**config.mk**
```make
export PLATFORM = sky130hd
export DESIGN_NAME = imem_boot_loader
export DESIGN_NICKNAME = d
export VERILOG_FILES = /design/src/rtl/imem_boot_loader.sv
export SDC_FILE = /design/constraint.sdc
export NUM_CORES = 1
export LEC_CHECK = 0
export ABC_AREA = 1
export CORE_MARGIN = 1
export CORE_UTILIZATION = 54
export CTS_CLUSTER_DIAMETER = 60
export DETAILED_ROUTE_END_ITERATION = 8
export MAX_ROUTING_LAYER = met4
export PLACE_DENSITY = 0.8
export RECOVER_POWER = 100
export SYNTH_ARGS = -nofsm -noshare
export SYNTH_HDL_FRONTEND = slang
export SYNTH_SLANG_ARGS = --single-unit
```
**constraint.sdc**
```tcl
create_clock -name clk -period 2.1 [get_ports clk]
set_input_delay 0.525 -clock clk [delete_from_list [all_inputs] [get_ports clk]]
set_output_delay 0.525 -clock clk [all_outputs]
set_load 0.01 [all_outputs]
```
**src/rtl/imem_boot_loader.sv**
```systemverilog
// Byte-serial loader that writes a length-prefixed, big-endian instruction image
// into the MIPS instruction memory and holds the core in reset until it is done.
// Optional trailing XOR checksum byte: define LOADER_CHECKSUM_EN.
//
// Byte handshake: a byte transfers on a rising clk edge where rx_valid && rx_ready.
// rx_ready is a registered output, so it never depends combinationally on rx_valid.
module imem_boot_loader #(
  parameter int DEPTH  = 32,
  parameter int ADDR_W = 32
) (
  input  logic              clk,
  input  logic              reset,
  input  logic [7:0]        rx_data,
  input  logic              rx_valid,
  output logic              rx_ready,
  output logic              imem_we,
  output logic [ADDR_W-1:0] imem_addr,
  output logic [31:0]       imem_wdata,
  output logic              core_reset,
  output logic              load_done,
  output logic              load_err,
  output logic [15:0]       words_loaded
);

  typedef enum logic [2:0] {
    S_LEN_HI = 3'd0,
    S_LEN_LO = 3'd1,
    S_DATA   = 3'd2,
    S_CSUM   = 3'd3,
    S_DONE   = 3'd4
  } state_t;

  localparam logic [15:0] DEPTH_W = 16'(DEPTH);

  state_t      state;
  logic [7:0]  len_hi;
  logic [15:0] len;
  logic [15:0] word_idx;
  logic [1:0]  byte_idx;
  logic [23:0] asm_q;
`ifdef LOADER_CHECKSUM_EN
  logic [7:0]  csum;
`endif

  logic        accept;
  logic [15:0] len_rx;
  logic        last_word;

  assign accept    = rx_valid && rx_ready;
  assign len_rx    = {len_hi, rx_data};
  assign last_word = (word_idx == len - 16'd1);

  always_ff @(posedge clk) begin
    if (reset) begin
      state        <= S_LEN_HI;
      len_hi       <= 8'h00;
      len          <= 16'h0000;
      word_idx     <= 16'h0000;
      byte_idx     <= 2'd0;
      asm_q        <= 24'h000000;
      rx_ready     <= 1'b0;
      imem_we      <= 1'b0;
      imem_addr    <= '0;
      imem_wdata   <= 32'h0000_0000;
      core_reset   <= 1'b1;
      load_done    <= 1'b0;
      load_err     <= 1'b0;
      words_loaded <= 16'h0000;
`ifdef LOADER_CHECKSUM_EN
      csum         <= 8'h00;
`endif
    end else begin
      imem_we  <= 1'b0;
      rx_ready <= (state != S_DONE);
      // Released one edge after load_done, so the final write lands first.
      core_reset <= !(load_done && !load_err);

      case (state)
        S_LEN_HI: begin
          if (accept) begin
            len_hi <= rx_data;
`ifdef LOADER_CHECKSUM_EN
            csum   <= 8'h00;
`endif
            state  <= S_LEN_LO;
          end
        end

        S_LEN_LO: begin
          if (accept) begin
            len      <= len_rx;
            word_idx <= 16'h0000;
            byte_idx <= 2'd0;
            if (len_rx > DEPTH_W) begin
              load_err <= 1'b1;
            end
            if (len_rx == 16'h0000) begin
`ifdef LOADER_CHECKSUM_EN
              state     <= S_CSUM;
`else
              state     <= S_DONE;
              rx_ready  <= 1'b0;
              load_done <= 1'b1;
`endif
            end else begin
              state <= S_DATA;
            end
          end
        end

        S_DATA: begin
          if (accept) begin
`ifdef LOADER_CHECKSUM_EN
            csum <= csum ^ rx_data;
`endif
            byte_idx <= byte_idx + 2'd1;
            if (byte_idx == 2'd3) begin
              // Words past the memory end are consumed but never written.
              if (word_idx < DEPTH_W) begin
                imem_we      <= 1'b1;
                imem_addr    <= ADDR_W'({word_idx, 2'b00});
                imem_wdata   <= {asm_q, rx_data};
                words_loaded <= words_loaded + 16'd1;
              end
              word_idx <= word_idx + 16'd1;
              if (last_word) begin
`ifdef LOADER_CHECKSUM_EN
                state     <= S_CSUM;
`else
                state     <= S_DONE;
                rx_ready  <= 1'b0;
                load_done <= 1'b1;
`endif
              end
            end else begin
              asm_q <= {asm_q[15:0], rx_data};
            end
          end
        end

        S_CSUM: begin
`ifdef LOADER_CHECKSUM_EN
          if (accept) begin
            if (rx_data != csum) begin
              load_err <= 1'b1;
            end
            state     <= S_DONE;
            rx_ready  <= 1'b0;
            load_done <= 1'b1;
          end
`else
          state    <= S_DONE;
          rx_ready <= 1'b0;
`endif
        end

        S_DONE: begin
          rx_ready <= 1'b0;
        end

        default: begin
          state    <= S_DONE;
          rx_ready <= 1'b0;
        end
      endcase
    end
  end

endmodule
```
==> qor.yml, run 1 <==
status:
  status: "finished clean"
detailed_routing:
  avgViaCountPerCell: 5.37
  drtPass1Iterations: 6
  num_vias: 6036
  ant_nets: 0
  drc_errors: 0
  drt-initial-drc-count: 525
  drt-wirelength-per-cell_um: 14.8
  wirelength_mm: 16.6
floorplan:
  design.die.area_um2: 11700
  die_x_um: 108
  start_util_pct: 55.8
  core_um2: 10900
  die_y_um: 108
  fp-row-count: 38
  ioPinCount: 96
global_route:
  gr-usage-all-layers_pct: 29.6
  grt_pass1_vias: 5443
  grt_first_pass_wirelength_mm: 26.0
  grt_antenna_before_repair: 0
  grt_max_degree: 59
  grt_overflow: 0
yosys:
  syn_area_per_cell_um2: 7.20
  synth_top_family_by_area: "simple AND/OR/NAND/NOR gates"
  synth_mux_area_share_pct: 0
  synthAdderAreaFrac_pct: 0.821
  synth-compound-area-share_pct: 13.8
  yosys.area_share.xor_xnor_pct: 2.73
  ys_seq_area_share_pct: 45.3
  ys_types: 37
  syn_inst: 847
  synth.cell_area_um2: 6100
  synth_simple_gate_area_share_pct: 28.0
  yosysWarnings: 0
  ys_ff_latch: 138
clock_network:
  cts_tree: "yes"
  cts.sinks: 138
  path_clk_slew_ns: 0.06
  clk_latency_ns: 0.42
  cts_made_buffers: 17
  cts_buffer_depth: 2
  root_buffer: "clkbuf_16"
  cts.hold.buffers_added: 0
  cts_max_level: 4
critical_path:
  reg2reg_from: "byte_idx[0]"
  cp_top_family: "simple AND/OR/NAND/NOR gates"
  critical_path.startpoint: "byte_idx[0]"
  cp.required_ns: 2.40
  worstRegToRegCells: 14
  reg2reg_to: "word_idx[8]"
  max_stage_delay_ns: 0.33
  cp.arrival_ns: 2.34
  path_depth: 14
  r2r_setup_slack_ns: 0.06
  cp_cell_sequence: "ha_1 > inv_2 > nor2_4 > nand2_4 > buf_4 > nand2_4 > buf_4 > inv_1 > nor2_1 > nand3_1 > nor2_2 > nand3_1 > o21ai_0 > a21oi_1"
  worstSetupPathType: "flip-flop to flip-flop"
  path_buf_inv: 4
  crit_slowest_cell: "dfxtp_2"
  path_max_fanout: 3
  cp-endpoint: "word_idx[8]"
  start_kind: "flip-flop"
  cp-end-kind: "flip-flop"
timing:
  tightest_slew_ns: 0.631
  skew_ns: 0.0102
  final.min_clock_period_ns: 2.04
  setup_viol: 0
  hold_viol_final: 0
  slew_headroom_pct: 57.9
  clock.fmax_mhz: 490
  post-route-period-util_pct: 97.2
  rsz0062_at_grt: "true"
  final_max_slew_viol_count: 0
placed_design:
  gp_congestion: 0.908
  dp.cells: 1082
  dp_hpwl_mm: 11.2
  port-buffer-count: 79
power:
  leakage_uw: 0.00336
  power.density_cell_area_nw_per_um2: 892
  irDropWorstVdd_mv: 0.910
flow_run:
  drv_cap: 0
final_layout:
  final_cell_mix: "nand2_1 (185), dfxtp_1 (135), a21oi_1 (96)"
  finish.net_count: 985
  drive_above_1_share_pct: 13.4
  fin_util_pct: 73.7
  antenna_cells: 0
  fin_cells: 1123
  layout.cells.most_common: "nand2_1"
  area_growth_pct: 32.1
hold_path:
  min_path_type: "flip-flop to flip-flop"
-- state kept, by name (all words and copies together) (netlist names) --
name / count
asm_q: 24
byte_idx: 2
core_reset: 1
imem_addr: 16
imem_wdata: 32
imem_we: 1
len: 16
len_hi: 8
load_done: 1
load_err: 1
rx_ready: 1
state: 3
word_idx: 16
words_loaded: 16
-- layer usage --
| metal | wire [um] | vias up | GRT usage (%) |
|---|---|---|---|
| met5 | 0 | - | - |
| met4 | 569 | 0 | 13.1 |
| met3 | 1100 | 61 | 5.97 |
| met2 | 7940 | 252 | 47.7 |
| met1 | 6980 | 2759 | 35.8 |
| li1 | - | 2964 | - |
-- worst min-delay path by stage --
stage | from | endpoint | slack, ns | depth (start not counted)
6_report | byte_idx[0] | byte_idx[0] | 0.44 | 1
5_1_grt | byte_idx[0] | byte_idx[0] | 0.47 | 1
4_1_cts | imem_addr[17] | imem_addr[17] | 0.45 | 2
3_5_place_dp | imem_addr[17] | imem_addr[17] | 0.44 | 2
3_3_place_gp | imem_addr[10] | imem_addr[10] | 0.44 | 2
2_1_floorplan | byte_idx[0] | byte_idx[0] | 0.44 | 1
-- power by group --
part,internal [uW],switching (uW),total [uW]
Clock,1840,1210,3060
Sequential,2770,125,2890
Combinational,466,772,1240
Total,5080,2110,7190
-- cells in the mapped netlist --
library cell / number / share of area, %
a21o_1: 1 / 0.12
a21oi_1: 96 / 7.9
a31oi_1: 3 / 0.31
and2_1: 1 / 0.10
buf_2: 5 / 0.41
buf_4: 16 / 2.0
clkbuf_1: 26 / 1.6
clkbuf_2: 1 / 0.082
clkinv_1: 1 / 0.061
conb_1: 1 / 0.061
dfxtp_1: 138 / 45
ha_1: 4 / 0.82
inv_1: 80 / 4.9
inv_2: 4 / 0.25
nand2_1: 189 / 12
nand2_2: 3 / 0.31
nand2_4: 3 / 0.55
nand3_1: 41 / 3.4
nand3_2: 2 / 0.33
nand3b_1: 6 / 0.74
nand4_1: 11 / 1.1
nor2_1: 100 / 6.2
nor2_2: 1 / 0.10
nor2_4: 2 / 0.37
nor3_1: 11 / 0.90
nor3_2: 2 / 0.33
nor3_4: 2 / 0.53
nor3b_1: 1 / 0.12
nor3b_2: 1 / 0.21
nor4_1: 9 / 0.92
nor4_2: 1 / 0.21
o21a_1: 1 / 0.12
o21ai_0: 62 / 5.1
o21ai_1: 2 / 0.16
o21bai_1: 1 / 0.12
xnor2_1: 11 / 1.6
xor2_1: 8 / 1.1
-- kinds of logic after synthesis --
kind of cell	count (synthesis)
adders and majority gates	4
other	1
and+or+nand+nor	386
DFF	138
xor gates and xnor gates	19
buffers and inverters	133
AOI/OAI and AO/OA	166
-- final cells by class --
| cell class | count | area (um^2) |
|---|---|---|
| clock buffer | 19 | 453 |
| clock inverter | 13 | 156 |
| fill | 835 | 2880 |
| inverter | 85 | 322 |
| multi-input combinational | 591 | 2920 |
| sequential | 138 | 2770 |
| tap | 140 | 175 |
| timing repair buffer | 137 | 1270 |
-- stage by stage --
step           setup slack [ns]  setup TNS [ns]  cell area (um^2)  total power [uW]  hold WS [ns]
3_5_place_dp             -0.417          -12.66              7290              4080         0.443
4_1_cts                 0.00364               0              7900              7130         0.453
2_1_floorplan             0.163               0              6160              3760         0.438
3_3_place_gp             -0.319           -9.51              7290              4060         0.441
5_1_grt                 -0.0447         -0.0828              8060              7480         0.468
6_report                 0.0588               0              8060              7190         0.438
-- timing repair --
item | in CTS | in global routing
gates resized for setup | 0 | 30
hold endpoints to repair | 0 | 0
endpoints found under the setup margin | 0 | 17
setup buffers | 0 | 9
Note: power is estimated with default switching activity, not from simulation.
==> run 2, diff against run 1 <==
Settings changed: CTS_CLUSTER_SIZE set to 25.
==> results of run 2 <==
The final DEF is identical to that of run 1; final timing and power are the same.
==> run 3, diff against run 2 <==
Settings changed: SETUP_SLACK_MARGIN set to 0.1.
==> run 3 against run 2 <==
Against the previous run: the flow now finishes with violations (DRC); total power grew 0.18%; hold slack lost 0.0013 ns; final cell count grew 0.18%; first-iteration DRC count grew 14%; sequential power is essentially flat; critical path type is now flip-flop to output port.
==> qor.yml, run 3 (synthesis results as in run 1) <==
timing:
  rsz0062_at_grt: "true"
  tns_ns: 0  # unchanged
  post-route-period-util_pct: 96.4  # -0.84 points
  setup_viol: 0  # unchanged
  tightest_slew_ns: 0.643  # +0.0118 ns
  skew_ns: 0.00992  # -0.000321 ns
  final_max_slew_viol_count: 0  # unchanged
  final.min_clock_period_ns: 2.02  # -0.0177 ns
  fin_ws_ns: 0.0765  # +0.0177 ns
  clock.fmax_mhz: 494  # +0.87%
  slew_headroom_pct: 57.1  # -0.78 points
  hold_viol_final: 0  # unchanged
final_layout:
  register_area_um2: 2770  # +0.14%
  antenna_cells: 0  # unchanged
  nFillCells: 828  # -0.84%
  top_register: "imem_wdata"
  layout.cells.most_common: "nand2_1"
  finish.net_count: 987  # +0.20%
  final_cell_mix: "nand2_1 (187), dfxtp_1 (132), a21oi_1 (96)"
  top_regs: "imem_wdata (32), asm_q (24)"
  largest_reg_flops: 32  # unchanged
  multiInputGateArea_um2: 2970  # +1.9%
  drive_above_1_share_pct: 13.9  # +0.48 points
  area_growth_pct: 32.6
detailed_routing:
  avgViaCountPerCell: 5.47  # +1.8%
  drt-wirelength-per-cell_um: 15.5  # +4.7%
  ant_nets: 0  # unchanged
  drtPass1Iterations: 9  # +3
  wirelength_mm: 17.4  # +4.8%
  drt-initial-drc-count: 598  # +14%
  num_vias: 6155  # +2.0%
  drc_errors: 2  # +2
clock_network:
  root_buffer: "clkbuf_16"
  cts_max_level: 4  # unchanged
  clk_latency_ns: 0.42  # about the same
  path_clk_slew_ns: 0.06  # about the same
  cts_made_buffers: 17  # unchanged
  cts.hold.buffers_added: 0  # unchanged
  cts.sinks: 138  # unchanged
  cts_tree: "yes"
  cts_buffer_depth: 2  # unchanged
floorplan:
  fp-row-count: 38  # unchanged
  design.die.area_um2: 11700  # unchanged
  start_util_pct: 55.8  # unchanged
  ioPinCount: 96  # unchanged
  core_um2: 10900  # unchanged
  die_x_um: 108  # unchanged
  die_y_um: 108  # unchanged
critical_path:
  cp-end-kind: "output port"
  reg2reg_to: "word_idx[8]"
  path_max_fanout: 3  # unchanged
  path_buf_inv: 1  # -3
  crit_slowest_cell: "dlygate4sd3_1"
  max_stage_delay_ns: 0.64  # +0.31 ns
  cp.required_ns: 1.57  # -0.83 ns
  cp_cell_sequence: "dlygate4sd3_1"
  cp_top_family: "buffers and inverters"
  r2r_setup_slack_ns: 0.09  # +0.03 ns
  path_depth: 1  # -13
  start_kind: "flip-flop"
  worstRegToRegCells: 12  # -2
  critical_path.startpoint: "load_err"
  worstSetupPathType: "flip-flop to output port"
  reg2reg_from: "state[1]"
  cp.arrival_ns: 1.50  # -0.84 ns
placed_design:
  gp_congestion: 0.908  # unchanged
  preCtsSetupSlack_ns: -0.417  # unchanged
  dp_hpwl_mm: 11.2  # unchanged
  port-buffer-count: 79  # unchanged
power:
  power.density_cell_area_nw_per_um2: 890  # -0.17%
  irDropWorstVdd_mv: 0.910  # about the same
  leakage_uw: 0.00357  # +6.2%
hold_path:
  worstHoldEndpoint: "byte_idx[0]"
  min_path_type: "flip-flop to flip-flop"
  worstHoldStart: "byte_idx[0]"
  hold_depth: 1  # unchanged
status:
  failed_checks: "DRC"
  status: "finished, violations left"
global_route:
  grt_first_pass_wirelength_mm: 26.3  # +1.1%
  top_usage_layer: "met2"
  grt_pass1_vias: 5512  # +1.3%
  use_met1_pct: 36.0  # +0.21 points
  grt_overflow: 0  # unchanged
  gr-usage-all-layers_pct: 29.9  # +0.34 points
  grt_max_degree: 59  # unchanged
  grt_antenna_before_repair: 0  # unchanged
  met2_usage_pct: 48.0  # +0.27 points
  grtUsageMet3_pct: 6.21  # +0.24 points
flow_run:
  drv_cap: 0  # unchanged
## run 3: cell types whose count changed in the layout (fill, tap and decap cells not counted), sizes merged
cell and change:
buf -12, clkbuf +15, clkdlybuf4s50 -69, dlygate4sd2 +1
dlygate4sd3 +68, dlymetal6s2s -1
## run 3: what timing repair did
action	4_1_cts	5_1_grt
resized for setup	11	45
setup buffers	5	6
pin swaps	4	12
endpoints found under the setup margin	11	64
## run 3: worst max-delay path by stage
stage          slack [ns]              end
2_1_floorplan        0.16     word_idx[15]
3_5_place_dp        -0.42  words_loaded[9]
5_1_grt             -0.04  words_loaded[7]
6_report             0.08         load_err
4_1_cts              0.11         state[1]
3_3_place_gp        -0.32     word_idx[15]
## run 3: report_power, final
part	internal [uW]	switching [uW]	total, uW
clock	1840	1220	3070
combinational	456	786	1240
sequential	2760	126	2890
## run 3: layer usage
| layer | vias to the layer above | share of wire, % |
|---|---|---|
| li1 | 2962 | - |
| met1 | 2834 | 41 |
| met2 | 301 | 48 |
| met3 | 58 | 7.2 |
| met4 | 0 | 3.5 |
| met5 | - | 0 |
## run 3: cell type report
type / instances / share of cell area [%]
clock buffer: 19 / 5.60
sequential: 138 / 34.3
tap: 140 / 2.17
multi-input combinational: 591 / 36.7
timing repair buffer: 139 / 15.3
inverter: 85 / 3.98
clock inverter: 13 / 1.93
## run 3: worst reg2reg max path: cells and delay by family, from the launching register on
kind | cells | cell delay (ns)
flip-flops | 1 | 0.44
AO/OA/AOI/OAI | 2 | 0.22
buffers and inverters | 3 | 0.30
AND/OR/NAND/NOR | 7 | 0.93
## run 3: through the flow
stage	instances	utilization (%)	cell area, um^2	hold slack, ns	total power (uW)
after global placement	1082	66.7	7290	0.441	4060
final	1125	74.0	8090	0.437	7200
after CTS	1119	72.9	7970	0.453	7150
after detailed placement	1082	66.7	7290	0.443	4080
after floorplan	862	-	6160	0.438	3760
after global routing	1125	74.0	8090	0.468	7480
